--- config.mk ---
export PLATFORM = sky130hd
export DESIGN_NAME = packet_mux_rr_flat
export DESIGN_NICKNAME = d
export VERILOG_FILES = /design/src/rtl/packet_mux_rr_if.sv /design/src/rtl/packet_mux_rr.sv /design/src/flat_wrapper.sv
export SDC_FILE = /design/constraint.sdc
export NUM_CORES = 1
export LEC_CHECK = 0
export ABC_AREA = 1
export CAP_MARGIN = 25
export CORE_MARGIN = 4
export CORE_UTILIZATION = 45
export CTS_BUF_LIST = sky130_fd_sc_hd__clkbuf_4 sky130_fd_sc_hd__clkbuf_8
export DETAILED_ROUTE_END_ITERATION = 6
export PLACE_DENSITY = 0.91
export SYNTH_ARGS = -nofsm -noshare
export SYNTH_HDL_FRONTEND = slang
export SYNTH_SLANG_ARGS = --single-unit
--- constraint.sdc ---
create_clock -name clk -period 3.8 [get_ports clk]
set_input_delay 0.57 -clock clk [delete_from_list [all_inputs] [get_ports clk]]
set_output_delay 0.57 -clock clk [all_outputs]
set_load 0.03 [all_outputs]
--- src/rtl/packet_mux_rr_if.sv ---
// Stream bundle for packet_mux_rr: N_CH input streams plus one output stream
// that also carries the source channel index.
interface packet_mux_rr_if #(
  parameter int N_CH   = 4,
  parameter int DATA_W = 8,
  parameter int CH_W   = (N_CH > 1) ? $clog2(N_CH) : 1
);
  logic [N_CH-1:0]        s_valid;
  logic [N_CH-1:0]        s_last;
  logic [N_CH*DATA_W-1:0] s_data;
  logic [N_CH-1:0]        s_ready;
  logic                   m_valid;
  logic                   m_last;
  logic [DATA_W-1:0]      m_data;
  logic [CH_W-1:0]        m_chan;
  logic                   m_ready;

  // slave: the multiplexer side
  modport slave (
    input  s_valid, s_last, s_data, m_ready,
    output s_ready, m_valid, m_last, m_data, m_chan
  );

  // master: sources and sink around the multiplexer
  modport master (
    output s_valid, s_last, s_data, m_ready,
    input  s_ready, m_valid, m_last, m_data, m_chan
  );
endinterface

--- src/rtl/packet_mux_rr.sv ---
// N-channel packet multiplexer: round-robin grant held for a whole packet,
// single registered output stage tagged with the source channel.
//
// state | meaning
// IDLE  | no grant; searching requests from ptr+1 upward
// BUSY  | grant locked to one channel until its last beat is accepted
module packet_mux_rr #(
  parameter int N_CH   = 4,
  parameter int DATA_W = 8,
  parameter int CH_W   = (N_CH > 1) ? $clog2(N_CH) : 1
) (
  input  logic             clk,
  input  logic             rst_n,
  packet_mux_rr_if.slave   bus
);

  typedef enum logic {IDLE = 1'b0, BUSY = 1'b1} state_t;

  state_t            state_q, state_d;
  logic [CH_W-1:0]   grant_q, grant_d;
  logic [CH_W-1:0]   ptr_q, ptr_d;
  logic [CH_W-1:0]   pick;
  logic              pick_vld;
  logic [N_CH-1:0]   s_ready;
  logic              busy_rdy;
  logic              accept;

  logic              m_valid_q;
  logic              m_last_q;
  logic [DATA_W-1:0] m_data_q;
  logic [CH_W-1:0]   m_chan_q;

  // output register empty or draining this cycle
  assign busy_rdy = (state_q == BUSY) && (!m_valid_q || bus.m_ready);
  assign accept   = busy_rdy && bus.s_valid[grant_q];

  // first requester after ptr, wrapping
  always_comb begin
    pick     = '0;
    pick_vld = 1'b0;
    for (int i = 1; i <= N_CH; i++) begin
      if (!pick_vld && bus.s_valid[(int'(ptr_q) + i) % N_CH]) begin
        pick_vld = 1'b1;
        pick     = CH_W'((int'(ptr_q) + i) % N_CH);
      end
    end
  end

  always_ff @(posedge clk or negedge rst_n) begin
    if (!rst_n) begin
      state_q <= IDLE;
      grant_q <= '0;
      ptr_q   <= CH_W'(N_CH - 1);
    end else begin
      state_q <= state_d;
      grant_q <= grant_d;
      ptr_q   <= ptr_d;
    end
  end

  always_comb begin
    state_d = state_q;
    grant_d = grant_q;
    ptr_d   = ptr_q;
    case (state_q)
      IDLE: begin
        if (pick_vld) begin
          grant_d = pick;
          state_d = BUSY;
        end
      end
      BUSY: begin
        if (accept && bus.s_last[grant_q]) begin
          state_d = IDLE;
          ptr_d   = grant_q;
        end
      end
      default: state_d = IDLE;
    endcase
  end

  // ready never looks at s_valid, only at grant and the output register
  always_comb begin
    s_ready = '0;
    if (state_q == BUSY) begin
      s_ready[grant_q] = busy_rdy;
    end
  end

  always_ff @(posedge clk or negedge rst_n) begin
    if (!rst_n) begin
      m_valid_q <= 1'b0;
      m_last_q  <= 1'b0;
      m_data_q  <= '0;
      m_chan_q  <= '0;
    end else if (accept) begin
      m_valid_q <= 1'b1;
      m_last_q  <= bus.s_last[grant_q];
      m_data_q  <= bus.s_data[grant_q*DATA_W +: DATA_W];
      m_chan_q  <= grant_q;
    end else if (bus.m_ready) begin
      m_valid_q <= 1'b0;
    end
  end

  assign bus.s_ready = s_ready;
  assign bus.m_valid = m_valid_q;
  assign bus.m_last  = m_last_q;
  assign bus.m_data  = m_data_q;
  assign bus.m_chan  = m_chan_q;

endmodule

--- src/flat_wrapper.sv ---
// flat-port wrapper written by rule: the top's interface ports become plain ports
module packet_mux_rr_flat 
#(
  parameter int N_CH   = 4,
  parameter int DATA_W = 8,
  parameter int CH_W   = (N_CH > 1) ? $clog2(N_CH) : 1
)
  (clk, rst_n, bus_s_valid, bus_s_last, bus_s_data, bus_m_ready, bus_s_ready, bus_m_valid, bus_m_last, bus_m_data, bus_m_chan);
  packet_mux_rr_if #(.N_CH(N_CH), .DATA_W(DATA_W), .CH_W(CH_W)) bus_i ();
  input  logic clk;
  input  logic rst_n;
  input wire logic [$bits(bus_i.s_valid)-1:0] bus_s_valid;
  input wire logic [$bits(bus_i.s_last)-1:0] bus_s_last;
  input wire logic [$bits(bus_i.s_data)-1:0] bus_s_data;
  input wire logic [$bits(bus_i.m_ready)-1:0] bus_m_ready;
  output wire logic [$bits(bus_i.s_ready)-1:0] bus_s_ready;
  output wire logic [$bits(bus_i.m_valid)-1:0] bus_m_valid;
  output wire logic [$bits(bus_i.m_last)-1:0] bus_m_last;
  output wire logic [$bits(bus_i.m_data)-1:0] bus_m_data;
  output wire logic [$bits(bus_i.m_chan)-1:0] bus_m_chan;
  assign bus_i.s_valid = bus_s_valid;
  assign bus_i.s_last = bus_s_last;
  assign bus_i.s_data = bus_s_data;
  assign bus_i.m_ready = bus_m_ready;
  assign bus_s_ready = bus_i.s_ready;
  assign bus_m_valid = bus_i.m_valid;
  assign bus_m_last = bus_i.m_last;
  assign bus_m_data = bus_i.m_data;
  assign bus_m_chan = bus_i.m_chan;
  packet_mux_rr #(.N_CH(N_CH), .DATA_W(DATA_W), .CH_W(CH_W)) u_core (.clk(clk), .rst_n(rst_n), .bus(bus_i));
endmodule
**Word level (Yosys, flattened, before mapping)**

Cells that the tools add are included.

- Output and inout bits: 16
- Logic and storage cells: 75
- Register bits: 17
- Bits of input ports: 43

- Magnitude comparators: 6
- Shift operators: 1
- Reductions and logical operators: 19
- Add/sub/neg operators: 4
- Muxes and demuxes: 32
- Bitwise logic cells: 6

Operators with widths:

| operator | count |
|---|---|
| 32-bit by 6-bit indexed part select with 8-bit output | 1 |
| 1-bit 2-to-1 mux | 19 |
| 3-bit by 4-bit < comparator with 1-bit output (second input constant) | 4 |
| 1-bit binary-select mux with 2-bit select | 6 |
| 2-bit 2-to-1 mux | 4 |
| 2-bit OR reduction | 4 |
| 1-bit logical AND | 7 |
| 2-bit by 1-bit adder with 2-bit output (second input constant) | 2 |
| 2-bit adder (second input constant) | 2 |
| 1-bit AND (first input constant) | 4 |
| 4-bit AND | 1 |
| 1-bit logical NOT | 4 |
| 4-bit 2-to-1 mux | 1 |
| 2-bit AND reduction | 2 |
| 2-bit by 3-bit < comparator with 1-bit output (second input constant) | 1 |
| 1-bit demux with 2-bit select | 1 |
| 2-bit by 1-bit >= comparator with 1-bit output (second input constant) | 1 |
| 1-bit case mux with 2 select lines | 1 |
| 2-bit nonzero test | 1 |
| 1-bit logical OR | 1 |
| 1-bit inverter | 1 |

**Depth between registers and ports, before layout**

- Depth after elaboration: 18
- Gate-level depth with buffers: 12
- Gate-level depth less buffers: 11

**Worst setup path before layout**

OpenSTA, ideal clock, no wires.

- Path kind: register to output
- Start point: reg u_core.m_valid_q (netlist: u_core.bus.m_valid)
- End point: out bus_s_ready[0]
- Slack: 1.828 ns
- Cell stages (with the launch flop): 4
- Arrival time: 1.402 ns
- Path through: dfrtp_1 > inv_1 > o21ai_1 > nor3_1

- Cells in the longest elaborated chain, start to end: 5

Ends and longest elaborated chain:

| what | line | source |
|---|---|---|
| start: declaration | packet_mux_rr.sv:28 | `logic m_valid_q;` |
| start signal: assignment | packet_mux_rr.sv:92 | `m_valid_q <= 1'b0;` |
| start signal: assignment | packet_mux_rr.sv:97 | `m_valid_q <= 1'b1;` |
| start signal: assignment | packet_mux_rr.sv:102 | `m_valid_q <= 1'b0;` |
| 1-bit logical NOT | packet_mux_rr.sv:34 | `assign busy_rdy = (state_q == BUSY) && (!m_valid_q \|\| bus.m_ready);` |
| 1-bit logical OR | packet_mux_rr.sv:34 |  |
| 1-bit logical AND | packet_mux_rr.sv:34 |  |
| 4-bit AND (no source line) | - |  |
| 4-bit 2-to-1 mux | packet_mux_rr.sv:85 | `if (state_q == BUSY) begin` |
| end: declaration | flat_wrapper.sv:16 | `output wire logic [$bits(bus_i.s_ready)-1:0] bus_s_ready;` |

Every way passes these cells.

**Final worst setup path**

- Start point: in bus_m_ready
- End point: out bus_s_ready[2]

- Cells in the longest elaborated chain, start to end: 4

Ends and longest elaborated chain:

| what | line | source |
|---|---|---|
| start: declaration | flat_wrapper.sv:15 | `input wire logic [$bits(bus_i.m_ready)-1:0] bus_m_ready;` |
| 1-bit logical OR | packet_mux_rr.sv:34 |  |
| 1-bit logical AND | packet_mux_rr.sv:34 |  |
| 4-bit AND (no source line) | - |  |
| 4-bit 2-to-1 mux | packet_mux_rr.sv:85 |  |

Every way passes these cells.

==> flow_metrics.py <==
metrics = {
    "run_status": {
        "status": "complete, no violations",
    },
    "timing": {
        "tns_ns": 0,
        "worstMarginPinSlew_ns": 0.738,
        "skew_ns": 0.00214,
        "fmax_ghz": 0.367,
        "setup_ws_ns": 1.08,
        "finalCritPeriodShare": 0.717,
        "slew_headroom": 0.506,
        "fin_crit_ns": 2.72,
        "drv_slew": 0,
        "setup_viol": 0,
        "rsz0062_at_grt": "no",
        "finalHoldViolCount": 0,
        "whs_ns": 0.488,
    },
    "critical_path": {
        "arrival_ns": 2.15,
        "r2r_cells": 7,
        "crit_type": "primary input to primary output",
        "worst-path-max-fanout": 5,
        "worstPathCellList": "clkdlybuf4s50_1, o21ai_1, nor3_1, clkdlybuf4s50_1",
        "cpPeakStageDelay_ns": 0.71,
        "slowest_stage": "clkdlybuf4s50_1",
        "r2r-start": "u_core.grant_q[0]$_DFFE_PN0P_",
        "r2r_slack_ns": 1.79,
        "start_kind": "primary input",
        "r2r_end": "u_core.bus.m_chan[1]$_DFFE_PN0P_",
        "crit_top_cell": "clkdlybuf4s50_1",
        "cp_top_family": "buffers and inverters",
        "cp_num_buf_inv": 2,
        "required_ns": 3.23,
        "end_kind": "primary output",
    },
    "final_layout": {
        "nets": 277,
        "final_util": 0.719,
        "fillers": 218,
        "area_growth_pct": 49.6,
        "antennaDiodeCount": 0,
        "drive_above_1_share": 0.124,
    },
    "floorplanning": {
        "core_area_sq_um": 2540,
        "start_util": 0.480,
        "pin_count": 59,
        "die_area_sq_um": 3610,
        "die_x_microns": 60.1,
        "die_h_microns": 60.1,
        "placementRows": 18,
    },
    "worst_hold_path": {
        "hold_start": "u_core.bus.m_data[6]$_DFFE_PN0P_",
        "hold_class": "register to register",
        "hold_end": "u_core.bus.m_data[6]$_DFFE_PN0P_",
        "hold_depth": 2,
    },
    "global_route": {
        "grt_overflow": 0,
        "grt_pass1_vias": 1228,
        "grt_max_degree": 18,
        "grtUsageTotal": 0.191,
        "antenna_found_initial": 0,
        "grt_pass1_wl_microns": 5240,
    },
    "synthesis": {
        "synth_common_cells": "nand2_1, nand3_1, dfrtp_1",
        "synth_largest_area_cell": "dfrtp_1",
        "async_flop_share": 1.00,
        "synth_edf_count": 0,
        "synthTopCellsByArea": "dfrtp_1, nand2_1, nand3_1",
        "synth-seq-cells": 17,
        "avgSynthCellArea_sq_um": 6.99,
        "synth_warnings": 0,
        "synthesis.area_sq_um": 1220,
        "synth_nets": 218,
        "yosys.area.top_type_share": 0.307,
        "synthCells": 175,
        "ys_seq_area_frac": 0.350,
        "synth_ff_type": "dfrtp_1",
        "yosysMostFrequentCell": "nand2_1",
        "synthDistinctLibCells": 20,
    },
    "detailed_routing": {
        "viasPerCell": 5.17,
        "routed_wl_microns": 3370,
        "drt_iter0_markers": 48,
        "vias": 1359,
        "drt-pass1-iter-count": 4,
        "drt-wirelength-per-cell_microns": 12.8,
        "drc": 0,
        "final_antenna_net_count": 0,
    },
    "clock_tree": {
        "post_cts.repair.setup_buffers": 0,
        "clockBufferDepth": 2,
        "ctsHoldBuffers": 0,
        "root_buffer": "clkbuf_4",
        "cts_buffers": 3,
        "cts_tree": "built",
        "post_cts_resized": 0,
        "h-tree-depth": 1,
        "clock_latency_ns": 0.29,
        "cts_sinks": 17,
        "clk_pin_slew_ns": 0.11,
    },
    "power": {
        "ir_drop_uv": 605,
        "p_leak_nw": 0.874,
        "p_per_area_nw_per_um2": 791,
        "finalPower_w": 0.00145,
    },
    "placed_design": {
        "dp_hpwl_microns": 2690,
        "portBuffers": 58,
        "routabilityCongestion": 0.939,
        "place_ws_ns": 1.08,
    },
    "job": {
        "maxCapViolations": 0,
    },
}
[per-layer routing]
layer / share of wire / routed length (microns) / up-vias / track usage
met5: 0 / 0 / - / 0
met4: 0.019 / 63 / 0 / 0.0854
met3: 0.066 / 222 / 8 / 0.0238
met2: 0.49 / 1640 / 54 / 0.318
met1: 0.43 / 1450 / 609 / 0.243
li1: - / - / 688 / -
[per-stage QoR]
| step | cell area, sq um | std cells |
|---|---|---|
| global route | 1830 | 263 |
| finish | 1830 | 263 |
| global placement | 1800 | 259 |
| floorplan | 1220 | 175 |
| CTS | 1830 | 263 |
| detailed placement | 1800 | 259 |
[power by group]
part           internal, W  switching (W)
Clock            0.0000391      0.0000604
Combinational     0.000373       0.000594
Sequential        0.000272       0.000110
Total             0.000684       0.000764
[tightest hold or removal path: stages, from the launching register on]
cell and delay [ns]:
dfrtp_1 0.36, nand2_1 0.06, nand2_1 0.04
[how the worst max path moves through the flow]
stage	start	end	slack, ns	cells past startpoint
detailed placement	bus_m_ready	bus_s_ready[2]	1.08	4
global placement	bus_m_ready	bus_s_ready[2]	1.08	4
floorplan	u_core.bus.m_valid$_DFFE_PN0P_	bus_s_ready[0]	1.83	3
global route	bus_m_ready	bus_s_ready[1]	1.01	4
finish	bus_m_ready	bus_s_ready[2]	1.08	4
CTS	bus_m_ready	bus_s_ready[2]	1.08	4
[placed cells by master (no fill, tap or decap)]
master           synthesis  final
nand2_1                 81     81
clkdlybuf4s50_1          0     58
inv_4                    1      1
nand4_1                  2      2
inv_1                    8      8
a21oi_4                  1      1
dfstp_2                  2      2
clkbuf_4                 0      3
o21ai_1                  6      6
nor2_1                   4      4
a22oi_2                  2      2
nand2_2                 10     10
dfrtp_1                 15     15
nor3_1                   3      3
a22oi_1                  9      9
nor2_8                   3      3
clkinv_1                 1      1
nand3_1                 16     16
inv_2                    6      6
a21oi_1                  1      1
clkinv_2                 0      1
[cell families (layout without fill, tap and decap cells)]
kind of cell / after synthesis / count (layout) / share of synthesized area
AND/OR/NAND/NOR: 119 / 119 / 0.449
buffers and inverters: 20 / 78 / 0.0829
flip-flops: 17 / 17 / 0.350
AO/OA/AOI/OAI: 19 / 19 / 0.118
[layout make-up]
| class | count | area (sq um) | area share |
|---|---|---|---|
| Sequential cell | 17 | 428 | 0.234 |
| Multi-Input combinational cell | 138 | 693 | 0.379 |
| Tap cell | 30 | 37.5 | 0.0205 |
| Clock buffer | 3 | 22.5 | 0.0123 |
| Inverter | 16 | 62.6 | 0.0342 |
| Timing Repair Buffer | 58 | 581 | 0.317 |
| Clock inverter | 1 | 5.00 | 0.00274 |
[flip-flops by register name (all words and copies together) (netlist names)]
register	count
u_core.bus.m_chan	2
u_core.bus.m_data	8
u_core.bus.m_last	1
u_core.bus.m_valid	1
u_core.grant_q	2
u_core.ptr_q	2
u_core.state_q	1
(Power assumes the default switching activity.)
